--- src/rtl/fetch_pkg.sv ---
`default_nettype none
// ============================================================================
// Module      : fetch_pkg
// Description : Shared definitions for the fetch queue unit: state encoding,
//               default long-opcode field and vector addresses, and a helper
//               that classifies an instruction byte as one- or two-byte.
// Revision    : 1.0 - initial release
// ============================================================================
package fetch_pkg;

  typedef enum logic [1:0] {
    S_RESET  = 2'd0,
    S_RSTVEC = 2'd1,
    S_RUN    = 2'd2,
    S_INTVEC = 2'd3
  } fetch_state_e;

  localparam logic [3:0]  LONG_OP_DEF = 4'hC;
  localparam int unsigned RST_VEC_DEF = 0;
  localparam int unsigned INT_VEC_DEF = 1;

  // A byte whose opcode field matches long_op starts a two-byte instruction.
  function automatic logic is_long_op(input logic [7:0] opc, input logic [3:0] long_op);
    return opc[7:4] == long_op;
  endfunction

endpackage
`default_nettype wire

--- src/rtl/fetch_fifo.sv ---
`default_nettype none
// ============================================================================
// Module      : fetch_fifo
// Description : DEPTH-entry prefetch queue of {byte, address} entries with
//               push, pop of one or two entries, flush and occupancy count.
//               Exposes the head entry and the byte of the entry behind it.
// Revision    : 1.0 - initial release
// ============================================================================
module fetch_fifo #(
  parameter int unsigned ADDR_W = 8,
  parameter int unsigned DEPTH  = 4
) (
  input  logic                    clk,
  input  logic                    reset,
  input  logic                    flush_i,
  input  logic                    push_i,
  input  logic [8+ADDR_W-1:0]     push_data_i,
  input  logic                    pop1_i,
  input  logic                    pop2_i,
  output logic [8+ADDR_W-1:0]     head_o,
  output logic [7:0]              next_byte_o,
  output logic [$clog2(DEPTH):0]  count_o
);

  localparam int unsigned PTR_W   = $clog2(DEPTH);
  localparam int unsigned CNT_W   = PTR_W + 1;
  localparam int unsigned ENTRY_W = 8 + ADDR_W;

  logic [ENTRY_W-1:0] mem_q [DEPTH];
  logic [PTR_W-1:0]   wr_q;
  logic [PTR_W-1:0]   rd_q;
  logic [CNT_W-1:0]   cnt_q;
  logic [CNT_W-1:0]   w_pop_num;
  logic [PTR_W-1:0]   w_rd_next;

  // Number of entries leaving the queue this cycle.
  always_comb begin
    w_pop_num = '0;
    if (pop2_i) begin
      w_pop_num = CNT_W'(2);
    end else if (pop1_i) begin
      w_pop_num = CNT_W'(1);
    end
  end

  // Pointer and occupancy bookkeeping; flush discards everything at once.
  always_ff @(posedge clk) begin
    if (!reset || flush_i) begin
      wr_q  <= '0;
      rd_q  <= '0;
      cnt_q <= '0;
    end else begin
      if (push_i) begin
        wr_q <= wr_q + PTR_W'(1);
      end
      rd_q  <= rd_q + w_pop_num[PTR_W-1:0];
      cnt_q <= cnt_q + CNT_W'(push_i) - w_pop_num;
    end
  end

  // Entry storage; contents are only meaningful below the occupancy count.
  always_ff @(posedge clk) begin
    if (push_i && !flush_i) begin
      mem_q[wr_q] <= push_data_i;
    end
  end

  assign w_rd_next   = rd_q + PTR_W'(1);
  assign head_o      = mem_q[rd_q];
  assign next_byte_o = mem_q[w_rd_next][ENTRY_W-1 -: 8];
  assign count_o     = cnt_q;

endmodule
`default_nettype wire

--- src/rtl/fetch_queue_unit.sv ---
`default_nettype none
// ============================================================================
// Module      : fetch_queue_unit
// Description : Instruction fetch front end. Loads the reset vector, then
//               streams bytes from instruction memory into a small prefetch
//               queue and presents complete one- or two-byte instructions to
//               decode. Handles redirects and, optionally, interrupt entry.
//               Build option: FETCH_QUEUE_INTR_EN enables interrupt logic.
// Revision    : 1.0 - initial release
// ============================================================================
module fetch_queue_unit
  import fetch_pkg::*;
#(
  parameter int unsigned ADDR_W       = 8,
  parameter int unsigned DEPTH        = 4,
  parameter logic [3:0]  LONG_OP      = LONG_OP_DEF,
  parameter int unsigned RST_VEC_ADDR = RST_VEC_DEF,
  parameter int unsigned INT_VEC_ADDR = INT_VEC_DEF
) (
  input  logic              clk,
  input  logic              reset,
  output logic [ADDR_W-1:0] mem_addr,
  input  logic [7:0]        mem_data,
  output logic              out_valid,
  input  logic              out_ready,
  output logic [7:0]        ir,
  output logic [7:0]        imm,
  output logic [ADDR_W-1:0] pc_out,
  input  logic              redirect_valid,
  input  logic [ADDR_W-1:0] redirect_addr,
  input  logic              redirect_rti,
  input  logic              intr,
  output logic              int_ack,
  output logic [ADDR_W-1:0] ret_addr
);

  localparam int unsigned CNT_W   = $clog2(DEPTH) + 1;
  localparam int unsigned ENTRY_W = 8 + ADDR_W;

  fetch_state_e      state_q, state_d;
  logic [ADDR_W-1:0] pc_q, pc_d;

  logic [ENTRY_W-1:0] w_head;
  logic [7:0]         w_head_byte;
  logic [ADDR_W-1:0]  w_head_pc;
  logic [7:0]         w_next_byte;
  logic [CNT_W-1:0]   w_count;
  logic               w_long;
  logic               w_full;
  logic               w_valid;
  logic               w_xfer;
  logic               w_push;
  logic               w_flush;

`ifdef FETCH_QUEUE_INTR_EN
  logic              ien_q, ien_d;
  logic              int_ack_q, int_ack_d;
  logic [ADDR_W-1:0] ret_addr_q, ret_addr_d;
  logic              w_int_entry;
`endif

  fetch_fifo #(
    .ADDR_W (ADDR_W),
    .DEPTH  (DEPTH)
  ) u_fifo (
    .clk         (clk),
    .reset       (reset),
    .flush_i     (w_flush),
    .push_i      (w_push),
    .push_data_i ({mem_data, pc_q}),
    .pop1_i      (w_xfer && !w_long),
    .pop2_i      (w_xfer && w_long),
    .head_o      (w_head),
    .next_byte_o (w_next_byte),
    .count_o     (w_count)
  );

  assign w_head_byte = w_head[ENTRY_W-1 -: 8];
  assign w_head_pc   = w_head[ADDR_W-1:0];
  assign w_long      = is_long_op(w_head_byte, LONG_OP);
  assign w_valid     = w_long ? (w_count >= CNT_W'(2)) : (w_count != '0);
  assign w_full      = (w_count == CNT_W'(DEPTH));
  assign w_xfer      = w_valid && out_ready;

  // Outputs read zero whenever no complete instruction is presented.
  assign out_valid = w_valid;
  assign ir        = w_valid ? w_head_byte : '0;
  assign imm       = (w_valid && w_long) ? w_next_byte : '0;
  assign pc_out    = w_valid ? w_head_pc : '0;

`ifdef FETCH_QUEUE_INTR_EN
  // Interrupts are taken only between instructions, never over a redirect.
  assign w_int_entry = intr && ien_q && (state_q == S_RUN) && !redirect_valid && !w_xfer;
  assign int_ack     = int_ack_q;
  assign ret_addr    = ret_addr_q;
`else
  logic unused_intr_w;
  assign unused_intr_w = ^{intr, redirect_rti, ADDR_W'(INT_VEC_ADDR)};
  assign int_ack       = 1'b0;
  assign ret_addr      = '0;
`endif

  // Next state, fetch address and queue control; redirect beats interrupt beats fetch.
  always_comb begin
    state_d  = state_q;
    pc_d     = pc_q;
    mem_addr = pc_q;
    w_push   = 1'b0;
    w_flush  = 1'b0;
`ifdef FETCH_QUEUE_INTR_EN
    ien_d      = ien_q;
    int_ack_d  = 1'b0;
    ret_addr_d = ret_addr_q;
`endif
    case (state_q)
      S_RESET: begin
        state_d = S_RSTVEC;
      end
      S_RSTVEC: begin
        mem_addr = ADDR_W'(RST_VEC_ADDR);
        pc_d     = ADDR_W'(mem_data);
        state_d  = S_RUN;
      end
      S_RUN: begin
        if (redirect_valid) begin
          w_flush = 1'b1;
          pc_d    = redirect_addr;
`ifdef FETCH_QUEUE_INTR_EN
          if (redirect_rti) ien_d = 1'b1;
`endif
        end
`ifdef FETCH_QUEUE_INTR_EN
        else if (w_int_entry) begin
          w_flush    = 1'b1;
          int_ack_d  = 1'b1;
          ret_addr_d = (w_count != '0) ? w_head_pc : pc_q;
          ien_d      = 1'b0;
          state_d    = S_INTVEC;
        end
`endif
        else if (!w_full) begin
          w_push = 1'b1;
          pc_d   = pc_q + ADDR_W'(1);
        end
      end
`ifdef FETCH_QUEUE_INTR_EN
      S_INTVEC: begin
        state_d = S_RUN;
        if (redirect_valid) begin
          w_flush = 1'b1;
          pc_d    = redirect_addr;
          if (redirect_rti) ien_d = 1'b1;
        end else begin
          mem_addr = ADDR_W'(INT_VEC_ADDR);
          pc_d     = ADDR_W'(mem_data);
        end
      end
`endif
      default: begin
        state_d = S_RESET;
      end
    endcase
  end

  // State, fetch PC and interrupt bookkeeping registers.
  always_ff @(posedge clk) begin
    if (!reset) begin
      state_q <= S_RESET;
      pc_q    <= '0;
`ifdef FETCH_QUEUE_INTR_EN
      ien_q      <= 1'b1;
      int_ack_q  <= 1'b0;
      ret_addr_q <= '0;
`endif
    end else begin
      state_q <= state_d;
      pc_q    <= pc_d;
`ifdef FETCH_QUEUE_INTR_EN
      ien_q      <= ien_d;
      int_ack_q  <= int_ack_d;
      ret_addr_q <= ret_addr_d;
`endif
    end
  end

endmodule
`default_nettype wire

--- config.mk ---
export PLATFORM = sky130hd
export DESIGN_NAME = fetch_queue_unit
export DESIGN_NICKNAME = d
export VERILOG_FILES = /design/src/rtl/fetch_pkg.sv /design/src/rtl/fetch_fifo.sv /design/src/rtl/fetch_queue_unit.sv
export SDC_FILE = /design/constraint.sdc
export NUM_CORES = 1
export LEC_CHECK = 0
export CAP_MARGIN = 10
export CORE_MARGIN = 3
export CORE_UTILIZATION = 25
export CTS_CLUSTER_SIZE = 30
export DETAILED_ROUTE_END_ITERATION = 6
export HOLD_SLACK_MARGIN = 0.08
export PLACE_DENSITY_LB_ADDON = 0.1
export SYNTH_ARGS = -nofsm -noshare
export SYNTH_HDL_FRONTEND = slang
export SYNTH_SLANG_ARGS = --single-unit
--- constraint.sdc ---
create_clock -name clk -period 4.5 [get_ports clk]
set_input_delay 1.35 -clock clk [delete_from_list [all_inputs] [get_ports clk]]
set_output_delay 1.35 -clock clk [all_outputs]
set_load 0.05 [all_outputs]
==> summary.txt <==
status: completed
ranking of synthesized cells by area: edfxtp_1 (50%), mux4_2 (14%), dfxtp_1 (8.8%)
clk_skew: 0.00752 ns
multi-input logic area: 0.00150 mm²
PostCTS Resize Cnt: 0
total power: 2.78 mW
Final Hold Viols: 0
Comb pwr share: 38.6%
Remaining Overflow, GRT: 0
clock net sink count: 81
Post-Synthesis Cell Area: 0.00388 mm²
Post-CTS Hold Fix Bufs: 0
Die Width: 131 µm
share of layout cells above drive strength 1: 24.0%
FF+latch count, synth: 81
vias: 2392
TritonCTS clock tree: built
Setup Fix Bufs, Post-CTS: 0
vias in the first global route: 2401
Int Pwr: 1.78 mW
Clock Tree Root: clkbuf_16
critical path type: reg2out
core area: 0.0149 mm²
Sw Ratio: 35.9%
total track usage: 11.2%
syn avg cell area: 14.3 µm²
largest net degree at the start of global routing: 17
Distinct cells, synth: 41
Routed WL: 9.10 mm
Die Y: 131 µm
Tightest Hold Check Type: reg2reg
Post-synth EDFFs: 64
fin crit share: 89.9%
Starting Density: 26.1%
Slew Limit Fails: 0
initial drt markers: 155
CP Data Arrival Time: 2.69 ns
crit path time final: 4.04 ns
sequential power share: 32.7%
Peak Freq: 247 MHz
Row Count: 44
post-synth top area share: 49.5%
count of final setup violators: 0
worst path required time: 3.15 ns
Clock H-tree levels: 3
IO buf count: 52
slew margin rel.: 41.8%
asr flop ratio synth: 0%
HPWL Detailed: 6.23 mm
leakage: 1.72 nW
Ant. Diodes: 0
Crit. End Element: primary output
crit path max fanout: 12
Startpoint Class: flop
Max-Cap Viols: 0
maximum clock insertion buffer count: 2
Area Overhead vs Synth: 28.5%
Pre-antenna DRT Iters: 4
Yosys Warn Count: 0
Post-Synthesis Cells: 272
io pins: 64
CTS Buf Count: 9
antenna violations before repair: 0
peak supply drop: 0.180 mV
final net count: 362
fill count: 1463
clock power share: 28.7%
Setup TNS Final: 0 ns
drt drc: 0
slew of the pin with the lowest slew margin: 0.871 ns
DR vias/cell: 4.59
cell taking the most area after synthesis: edfxtp_1
NetSw: 1.00 mW
post-route ant nets: 0
first-pass GRT wire length: 14.0 mm
Placer Congestion: 0.737
Worst-Skew Late Latency: 0.33 ns
clock slew at reported path FFs: 0.06 ns
Die ar.: 0.0170 mm²
pwr/cell area: 559 mW/mm²
share of the yosys chip area belonging to registers: 58.3%
Wirelength per Cell: 17.5 µm
RSZ-0062 raised after global routing: no
Sequential cell area: 0.00226 mm²
Post-synth top flop: edfxtp_1
-- sequential cells by signal, summed over array words and instances, names as in the netlist --
register / flops
pc_q: 8
state_q: 2
u_fifo.count_o: 3
u_fifo.mem_q: 64
u_fifo.rd_q: 2
u_fifo.wr_q: 2
-- layout make-up --
class                   count  area share, %
clock buffers              11           5.07
clock inverters             5           1.56
repair buffers             63           12.9
flip-flops and latches     81           45.4
well taps                 184           4.62
multi-input cells         172           30.1
inverters                   5          0.377
-- cells in the final DEF (no fill, tap or decap), drive strengths merged, types with 2 or more instances in the layout --
cell type	n
clkbuf	11
a21oi	3
a211oi	2
and3	3
a31oi	2
nand2b	2
nand3	3
edfxtp	64
nor2b	23
conb	9
inv	5
dfxtp	17
nand4	2
o311ai	2
o21ai	15
mux2i	3
and2	20
xnor2	4
clkdlybuf4s50	27
ha	7
buf	36
clkinv	2
mux4	24
a21boi	4
bufinv	2
nand2	11
or3	2
nor2	17
a221o	2
-- layer usage --
layer  global-route usage [%]  routed length (µm)  up-vias  share of wire, %
met4                     5.44                 167        0               1.8
li1                         -                   -     1126                 -
met1                     15.7                4400     1202                48
met2                     16.9                4180       54                46
met3                     1.79                 362       10               4.0
met5                        0                   0        -                 0
-- metrics by stage --
step           cells  hold WS [ns]  worst slack [ns]  util [%]  area, µm²
2_1_floorplan    280         0.441             0.751         -       3910
6_report         521         0.496             0.455      33.5       4980
4_1_cts          521         0.499             0.314      33.5       4980
3_3_place_gp     505         0.472             0.530      31.3       4650
3_5_place_dp     505         0.481             0.556      31.3       4650
5_1_grt          521         0.517             0.174      33.5       4980
-- cell families after synthesis --
logic type	count (synthesis)	synth area share, %
DFF	81	58.3
muxes	27	14.7
buffers and inverters	27	3.74
and+or+nand+nor	88	13.0
adders and majority gates	8	2.77
AOI/OAI and AO/OA	36	6.45
other	1	0.0967
xor gates and xnor gates	4	0.903
-- critical path, cell delays in order (launching register included) --
cell,delay [ns]
dfxtp_1,0.48
buf_4,0.32
mux4_2,0.59
nand4bb_4,0.16
o21bai_1,0.41
nor2b_1,0.19
buf_12,0.21
-- Yosys cell counts (2+ instances only) --
cell type and count:
clkbuf_1 10, nor2_1 17, nand2b_1 2, dfxtp_1 17, a21oi_1 3, ha_1 7
nand4_1 2, nand2_1 11, a221o_1 2, nand3_1 3, and3_1 3, or3_1 2
o21ai_0 15, mux4_2 24, inv_1 5, buf_2 2, nor2b_1 23, and2_1 20
a21boi_0 4, o311ai_0 2, a31oi_1 2, edfxtp_1 64, mux2i_1 3, buf_4 9
xnor2_1 4
-- power by group through the flow --
stage,clock (mW),combinational [mW],sequential [mW]
floorplan,0,0.809,0.902
global placement,0,1.09,0.928
detailed placement,0,1.10,0.929
CTS,0.821,1.10,0.912
global route,0.844,1.15,0.921
finish,0.800,1.07,0.911
-- worst paths after layout --
path                  start                 to  slack, ns  depth (start not counted)
min reg2reg      state_q[0]         state_q[0]       0.50                          1
max reg2reg  u_fifo.rd_q[0]  u_fifo.count_o[2]       1.14                         11
max          u_fifo.rd_q[0]             imm[6]       0.46                          6
min              state_q[0]         state_q[0]       0.50                          1
Note: power is estimated with default switching activity, not from simulation.
